===== config.mk =====
export PLATFORM = sky130hd
export DESIGN_NAME = dmem_arbiter
export DESIGN_NICKNAME = d
export VERILOG_FILES = /design/src/rtl/dmem_arb_pkg.sv /design/src/rtl/dmem_tag_pipe.sv /design/src/rtl/dmem_arbiter.sv
export SDC_FILE = /design/constraint.sdc
export NUM_CORES = 1
export LEC_CHECK = 0
export CORE_MARGIN = 5
export CORE_UTILIZATION = 19
export CTS_CLUSTER_DIAMETER = 80
export DETAILED_ROUTE_END_ITERATION = 7
export PLACE_DENSITY = 0.79
export SYNTH_ARGS = -nofsm -noshare
export SYNTH_HDL_FRONTEND = slang
export SYNTH_HIERARCHICAL = 1
export SYNTH_SLANG_ARGS = --single-unit
export TNS_END_PERCENT = 100

===== constraint.sdc =====
create_clock -name clock -period 1.6 [get_ports clock]
set_clock_uncertainty 0.1 [all_clocks]
set_input_delay 0.32 -clock clock [delete_from_list [all_inputs] [get_ports clock]]
set_output_delay 0.32 -clock clock [all_outputs]
set_load 0.02 [all_outputs]

===== src/rtl/dmem_arb_pkg.sv =====
// ============================================================================
// Module   : dmem_arb_pkg
// Purpose  : Shared port identifiers, in-flight read tag type and latency bound
//            for the dmem arbiter.
// Revision : 1.0 - initial release
// ============================================================================
`default_nettype none

package dmem_arb_pkg;

    localparam logic PORT_CPU = 1'b0;
    localparam logic PORT_DBG = 1'b1;

    localparam int MAX_READ_LATENCY = 4;

    typedef struct packed {
        logic valid;
        logic port;
    } tag_t;

endpackage

`default_nettype wire


===== src/rtl/dmem_tag_pipe.sv =====
// ============================================================================
// Module   : dmem_tag_pipe
// Purpose  : Fixed-depth shift register of read tags; the tag leaving the last
//            stage lines up with the syncram output word.
// Revision : 1.0 - initial release
// ============================================================================
`default_nettype none

module dmem_tag_pipe
    import dmem_arb_pkg::*;
#(
    parameter int DEPTH = 1
) (
    input  logic clock,
    input  logic reset,
    input  tag_t tag_i,
    output tag_t tag_o
);

    tag_t stage_q [DEPTH];

    always_ff @(posedge clock) begin
        if (reset) begin
            stage_q[0] <= '0;
        end else begin
            stage_q[0] <= tag_i;
        end
    end

    for (genvar i = 1; i < DEPTH; i++) begin : g_stage
        always_ff @(posedge clock) begin
            if (reset) begin
                stage_q[i] <= '0;
            end else begin
                stage_q[i] <= stage_q[i-1];
            end
        end
    end

    assign tag_o = stage_q[DEPTH-1];

endmodule

`default_nettype wire


===== src/rtl/dmem_arbiter.sv =====
// ============================================================================
// Module   : dmem_arbiter
// Purpose  : Two-port arbiter for the single-port dmem syncram, with read-tag
//            tracking so each returned word goes back to its issuing port.
// Revision : 1.0 - initial release
// ============================================================================
`default_nettype none

module dmem_arbiter
    import dmem_arb_pkg::*;
#(
    parameter int ADDR_W       = 12,
    parameter int DATA_W       = 32,
    parameter int READ_LATENCY = 1,
    parameter int FIXED_PRIO   = 0,
    parameter int MAX_WAIT     = 8
) (
    input  logic              clock,
    input  logic              reset,
    input  logic              req0,
    input  logic              req1,
    input  logic              we0,
    input  logic              we1,
    input  logic [ADDR_W-1:0] addr0,
    input  logic [ADDR_W-1:0] addr1,
    input  logic [DATA_W-1:0] wdata0,
    input  logic [DATA_W-1:0] wdata1,
    output logic              gnt0,
    output logic              gnt1,
    output logic              rvalid0,
    output logic              rvalid1,
    output logic [DATA_W-1:0] rdata,
    output logic [ADDR_W-1:0] address_dmem,
    output logic [DATA_W-1:0] data,
    output logic              wren,
    input  logic [DATA_W-1:0] q_dmem
);

    localparam logic [7:0] MAX_WAIT_C = MAX_WAIT[7:0];

    logic       last_gnt_q, last_gnt_d;
    logic [7:0] wait_cnt_q, wait_cnt_d;
    logic       sel1;
    logic       any_gnt;
    tag_t       tag_in;
    tag_t       tag_out;

    // sel1 picks port 1 when a grant is made; any_gnt decides whether one is made.
    always_comb begin
        sel1 = 1'b0;
        if (req1 && !req0) begin
            sel1 = 1'b1;
        end else if (req0 && req1) begin
            if (FIXED_PRIO != 0) begin
                sel1 = (wait_cnt_q == MAX_WAIT_C);
            end else begin
                sel1 = (last_gnt_q == PORT_CPU);
            end
        end
    end

    assign any_gnt = (req0 || req1) && !reset;
    assign gnt0    = any_gnt && !sel1;
    assign gnt1    = any_gnt && sel1;

    assign address_dmem = gnt1 ? addr1  : addr0;
    assign data         = gnt1 ? wdata1 : wdata0;
    assign wren         = (gnt1 && we1) || (gnt0 && we0);
    assign rdata        = q_dmem;

    always_comb begin
        last_gnt_d = last_gnt_q;
        if (gnt1) begin
            last_gnt_d = PORT_DBG;
        end else if (gnt0) begin
            last_gnt_d = PORT_CPU;
        end
    end

    always_comb begin
        wait_cnt_d = 8'd0;
        if (FIXED_PRIO != 0 && req1 && !gnt1) begin
            wait_cnt_d = (wait_cnt_q < MAX_WAIT_C) ? wait_cnt_q + 8'd1 : wait_cnt_q;
        end
    end

    always_ff @(posedge clock) begin
        if (reset) begin
            last_gnt_q <= PORT_DBG;
            wait_cnt_q <= 8'd0;
        end else begin
            last_gnt_q <= last_gnt_d;
            wait_cnt_q <= wait_cnt_d;
        end
    end

    assign tag_in.valid = (gnt0 && !we0) || (gnt1 && !we1);
    assign tag_in.port  = gnt1;

    dmem_tag_pipe #(
        .DEPTH (READ_LATENCY)
    ) u_tag_pipe (
        .clock (clock),
        .reset (reset),
        .tag_i (tag_in),
        .tag_o (tag_out)
    );

    // Reset masks the pipe output in the same cycle so dropped reads never surface.
    assign rvalid0 = tag_out.valid && (tag_out.port == PORT_CPU) && !reset;
    assign rvalid1 = tag_out.valid && (tag_out.port == PORT_DBG) && !reset;

endmodule

`default_nettype wire


==> results of run 1 <==
[per-layer routing]
layer | track usage, % | wire length [µm] | share of wire [%]
met5 | 0 | 0 | 0
met1 | 12.0 | 1730 | 35
met3 | 3.95 | 667 | 14
met2 | 20.0 | 2490 | 51
met4 | 0.976 | 26 | 0.53
[cell families after synthesis]
group	count (synthesis)	synth area share [%]
AOI/OAI and AO/OA	4	2.93
buffers and inverters	37	28.3
DFF	3	5.22
muxes	44	55.8
and+or+nand+nor	13	7.83
[flip-flops by register name, indices dropped and copies added, names as in the netlist]
name                count
last_gnt_q              1
u_tag_pipe/stage_q      2
[timing repair]
action,in CTS,in global routing
setup endpoints to repair,49,49
hold endpoints to repair,0,0
setup buffers,7,4
cloned,3,2
resized for setup,266,39
pin swaps,4,6
[worst max-delay path, stage by stage, from the launching register on]
cell	delay [ns]
dfxtp_2	0.31
a21bo_4	0.23
nor2_8	0.14
buf_12	0.14
buf_12	0.12
buf_6	0.09
mux2_4	0.29
buf_6	0.13
[worst paths after layout]
check,startpoint,to
worst max-delay path,last_gnt_q,data[7]
worst min-delay path,req1,last_gnt_q
worst max register to register,last_gnt_q,u_tag_pipe/stage_q[0][1]
worst min register to register,last_gnt_q,last_gnt_q
[layout by cell type (no fill, tap or decap), drive strengths merged, types with 2 or more instances in the layout]
| cell type | count |
|---|---|
| nor2 | 2 |
| nand3 | 2 |
| clkdlybuf4s50 | 90 |
| clkbuf | 7 |
| nor2b | 2 |
| nand2 | 2 |
| dfxtp | 3 |
| buf | 67 |
| mux2 | 44 |
[power by group through the flow]
stage	combinational (µW)	sequential, µW	clock, µW
2_1_floorplan	455	82.2	0
3_3_place_gp	747	82.0	0
3_5_place_dp	756	82.3	0
4_1_cts	793	82.0	228
5_1_grt	867	82.4	234
6_report	825	82.0	221
[area by class of cell]
cell class | count | area, µm²
Multi-Input combinational cell | 61 | 798
Clock buffer | 4 | 45.0
Sequential cell | 3 | 61.3
Timing Repair Buffer | 161 | 1680
Tap cell | 75 | 93.8
Fill cell | 557 | 3240
[metrics by stage]
step / instances / cell area (µm²) / setup TNS (ns) / hold slack (ns)
after floorplan: 101 / 1150 / -3.05 / 0.292
after global placement: 288 / 2420 / -51.93 / 0.519
after detailed placement: 288 / 2420 / -53.79 / 0.534
after CTS: 301 / 2570 / -20.56 / 0.290
after global routing: 304 / 2680 / -21.25 / 0.370
final: 304 / 2680 / -18.52 / 0.295
==> flow_summary.toml, run 1 <==
[logic_synthesis]
yosysMostFrequentCell = "mux2_4"
synth_ff_type = "dfxtp_1"
synth_edf_count = 0
synth_seq_cells = 3
synth_seq_area_share_pct = 5.22
yosys-top-cells-count = "mux2_4, buf_4, mux2_2"
yosysWarnings = 6
yosysTopAreaCell = "mux2_4"
synth_nets = 227
yosys-top-cells-area = "mux2_4, buf_4, buf_12"
async_flop_share_pct = 0
netlist_area_um2 = 1150
synth.avg_cell_area_um2 = 11.4
synth_top_area_share_pct = 50.9
ys_types = 20
synth_cells = 101

[routing]
via_per_inst = 4.06
vias = 1234
wl_per_cell_um = 16.2
route.detailed.drc = 0
first_iter_violations = 12
ant_nets = 0
first_pass_iters = 3
wl_mm = 4.91

[flow_run]
maxCapViolations = 0

[power_and_ir_drop]
p_int_uw = 788
p_sw_share_pct = 30.2
ir_drop_mv = 0.494
pwr-share-seq_pct = 7.3
p_comb_share_pct = 73.2
p_leak_uw = 0.00119
p_total_uw = 1130
power_density_nw_per_um2 = 421
power_frac_clock_pct = 19.6
switching_power_uw = 340

[layout]
fin_nets = 356
n_antenna_cell = 0
areaGrowthSynthToFinish_pct = 133
utilization_pct = 45.2
drive_gt1_share_pct = 55.0

[clock_network]
insertion_delay_ns = 0.22
clockBufferDepth = 2
clkTransAtPathRegs_ns = 0.03
tritoncts = "yes"
cts_hold_buf = 0
ctsHtreeMaxLevel = 1
cts_sinks = 3
cts_root_buf = "clkbuf_8"
cts_buffers = 3

[die]
floorplan.initialDensity_pct = 19.4
placementRows = 28
ios = 207
core_area_um2 = 5920
dieHeight_um = 87.8
die-area_um2 = 7710
die_x_um = 87.8

[global_route]
grt.overflow.total = 0
grt_max_degree = 12
grt_pass1_vias = 1208
antenna_found_initial = 0
track_usage_pct = 10.7
grt_pass1_wl_mm = 6.37

[setup_path]
critPathArrivalTime_ns = 1.67
crit_path_end_kind = "output port"
required_ns = 1.18
r2r_slack_ns = 0.25
start_kind = "flop"
reg2reg_depth = 7
cp_max_fo = 6
critPathKind = "flop to output port"

[hold_path]
hold_path_depth = 3
hp-class = "input pin to flop"

[timing]
worstMarginPinSlew_ns = 0.167
timing.final.ws_setup_ns = -0.494
finalSetupViolCount = 46
clock.fmax_ghz = 0.478
fin_crit_ns = 2.09
maxSlewHeadroom_pct = 88.8
final-max-slew-violation-count = 0
final_hold_viol_count = 0
rsz0062_at_grt = "yes"
finalCritPeriodShare_pct = 131

[placement]
io_buffers = 142
pre_cts_slack_ns = -1.18
gp_congestion = 0.701

[status]
status = "complete, but fails checks"
violations = "setup timing"
No activity file was read; power rests on OpenSTA's default activity.
==> run 2, diff against run 1 <==
--- a/config.mk
+++ b/config.mk
@@ -5,6 +5,7 @@
 export SDC_FILE = /design/constraint.sdc
 export NUM_CORES = 1
 export LEC_CHECK = 0
+export ABC_AREA = 0
 export CORE_MARGIN = 5
 export CORE_UTILIZATION = 19
 export CTS_CLUSTER_DIAMETER = 80
==> results of run 2 <==
No change in the layout: final DEF, timing and power equal those of run 1.
==> run 3, diff against run 2 <==
--- a/config.mk
+++ b/config.mk
@@ -6,11 +6,11 @@
 export NUM_CORES = 1
 export LEC_CHECK = 0
 export ABC_AREA = 0
-export CORE_MARGIN = 5
 export CORE_UTILIZATION = 19
 export CTS_CLUSTER_DIAMETER = 80
 export DETAILED_ROUTE_END_ITERATION = 7
 export PLACE_DENSITY = 0.79
+export SLEW_MARGIN = 20
 export SYNTH_ARGS = -nofsm -noshare
 export SYNTH_HDL_FRONTEND = slang
 export SYNTH_HIERARCHICAL = 1
==> run 3 against run 2 <==
Wire length shrank 0.67%. Final cell count is 0.99% lower. Via count fell by 0.49%. The run still ends with setup timing left. First-iteration DRC count shrank 50%. Clock power rose by 2%. Hold slack improved by 0.071 ns. Core utilization increased by 1.9 points. Non-clock buffer count did not move. Largest power group unchanged. Clock-buffer cell count is the same. Design area is 0.14% lower. Global-route usage rose by 3.1 points. Register-to-register slack got worse by 0.11 ns.
==> flow_summary.toml, run 3 (same netlist as run 1, synthesis figures left out) <==
[status]
status = "complete, but fails checks"
violations = "setup timing"

[global_route]
antenna_found_initial = 0
grt_max_degree = 13
grt_pass1_vias = 1212
track_usage_pct = 13.9
grt.overflow.total = 0
grt_pass1_wl_mm = 6.49

[placement]
gp_congestion = 0.706
io_buffers = 142
pre_cts_slack_ns = -1.10
hpwl_mm = 3.72

[timing]
worstMarginPinSlew_ns = 0.168
timing.final.ws_setup_ns = -0.414
final-max-slew-violation-count = 0
finalCritPeriodShare_pct = 126
timing.hold.ws_ns = 0.366
maxSlewHeadroom_pct = 88.7
finalSetupViolCount = 47
fin_crit_ns = 2.01
tns_ns = -17.76
clock.fmax_ghz = 0.497
rsz0062_at_grt = "yes"
final_hold_viol_count = 0

[power_and_ir_drop]
p_int_uw = 789
p_leak_uw = 0.00120
pwr-share-seq_pct = 7.2
p_sw_share_pct = 30.4
switching_power_uw = 345
power_density_nw_per_um2 = 424
p_total_uw = 1130
power_frac_clock_pct = 19.9
ir_drop_mv = 0.238
p_comb_share_pct = 72.9

[layout]
largest_reg_flops = 2
reg.largest.list = "u_tag_pipe/stage_q: 2 flops, last_gnt_q: 1 flops"
final_common_cell = "clkdlybuf4s50_1"
areaGrowthSynthToFinish_pct = 132
drive_gt1_share_pct = 55.0
n_antenna_cell = 0
utilization_pct = 47.1
fin_nets = 356
largest_register = "u_tag_pipe/stage_q"
layout_common_cells = "clkdlybuf4s50_1, mux2_4, buf_6"

[setup_path]
critPathArrivalTime_ns = 1.59
cp_slowest_cell = "dfxtp_2"
start_kind = "flop"
cp_max_fo = 6
critPathKind = "flop to output port"
cpPeakStageDelay_ns = 0.31
crit_chain = "a21bo_4, nor2_8, buf_12, buf_12, mux2_4, buf_6"
crit_path_end_kind = "output port"
path_buf_inv = 3
crit_top_cell = "buf_12"
r2r_slack_ns = 0.14
critPathTopFamily = "buffers and inverters"
required_ns = 1.18

[clock_network]
cts_sinks = 3
cts_root_buf = "clkbuf_8"
cts_hold_buf = 0
clockBufferDepth = 2
cts_buffers = 3
insertion_delay_ns = 0.22
tritoncts = "yes"
ctsHtreeMaxLevel = 1
clkTransAtPathRegs_ns = 0.03

[routing]
wl_mm = 4.88
ant_nets = 0
vias = 1228
via_per_inst = 4.08
first_iter_violations = 6
wl_per_cell_um = 16.2
first_pass_iters = 4
route.detailed.drc = 0

[flow_run]
maxCapViolations = 0

[die]
placementRows = 27
floorplan.initialDensity_pct = 20.3
core_area_um2 = 5680
dieHeight_um = 79.8
ios = 207
die-area_um2 = 6370
die_x_um = 79.8

[hold_path]
hp-class = "input pin to flop"
==> run 3: power groups by stage <==
stage / clock, µW / sequential [µW] / combinational (µW)
global placement: 0 / 82.0 / 742
detailed placement: 0 / 82.3 / 750
floorplan: 0 / 82.2 / 455
finish: 225 / 81.6 / 826
CTS: 234 / 82.0 / 816
global route: 242 / 82.0 / 865
==> run 3: path summary, 6_finish.rpt <==
path,cells after the start,endpoint,from
setup / recovery,6,data[1],last_gnt_q
hold / removal,4,last_gnt_q,req1
setup reg to reg,8,u_tag_pipe/stage_q[0][1],last_gnt_q
hold reg to reg,4,last_gnt_q,last_gnt_q
==> run 3: repair_timing <==
| item | CTS | global route |
|---|---|---|
| endpoints found under the setup margin | 49 | 47 |
| resized for setup | 292 | 12 |
| pin swaps | 6 | 3 |
| gates cloned | 4 | 1 |
| buffers inserted | 5 | 3 |
==> run 3: worst register-to-register path: stages, from the launching register on <==
cell and delay [ns]:
dfxtp_2 0.31, buf_4 0.13, buf_6 0.11, or2b_1 0.25, nand2_2 0.09, buf_4 0.10
buf_4 0.09, o31ai_1 0.05, nor2b_1 0.13
==> run 3: cell type report <==
cell class                 instances  area (µm²)
tap                               72        90.1
timing repair buffer             161        1670
clock buffer                       4        45.0
fill                             521        3000
multi-input combinational         61         803
sequential                         3        61.3
==> run 3: stage by stage <==
step | std cells | instance area [µm²]
6_report | 301 | 2670
5_1_grt | 301 | 2670
4_1_cts | 298 | 2630
3_5_place_dp | 285 | 2410
3_3_place_gp | 285 | 2410
2_1_floorplan | 101 | 1150
==> run 3: routing by layer <==
layer	share of wire (%)	track usage, %
met5	0	0
met4	1.6	4.82
met3	12	5.71
met2	53	26.4
met1	32	13.2
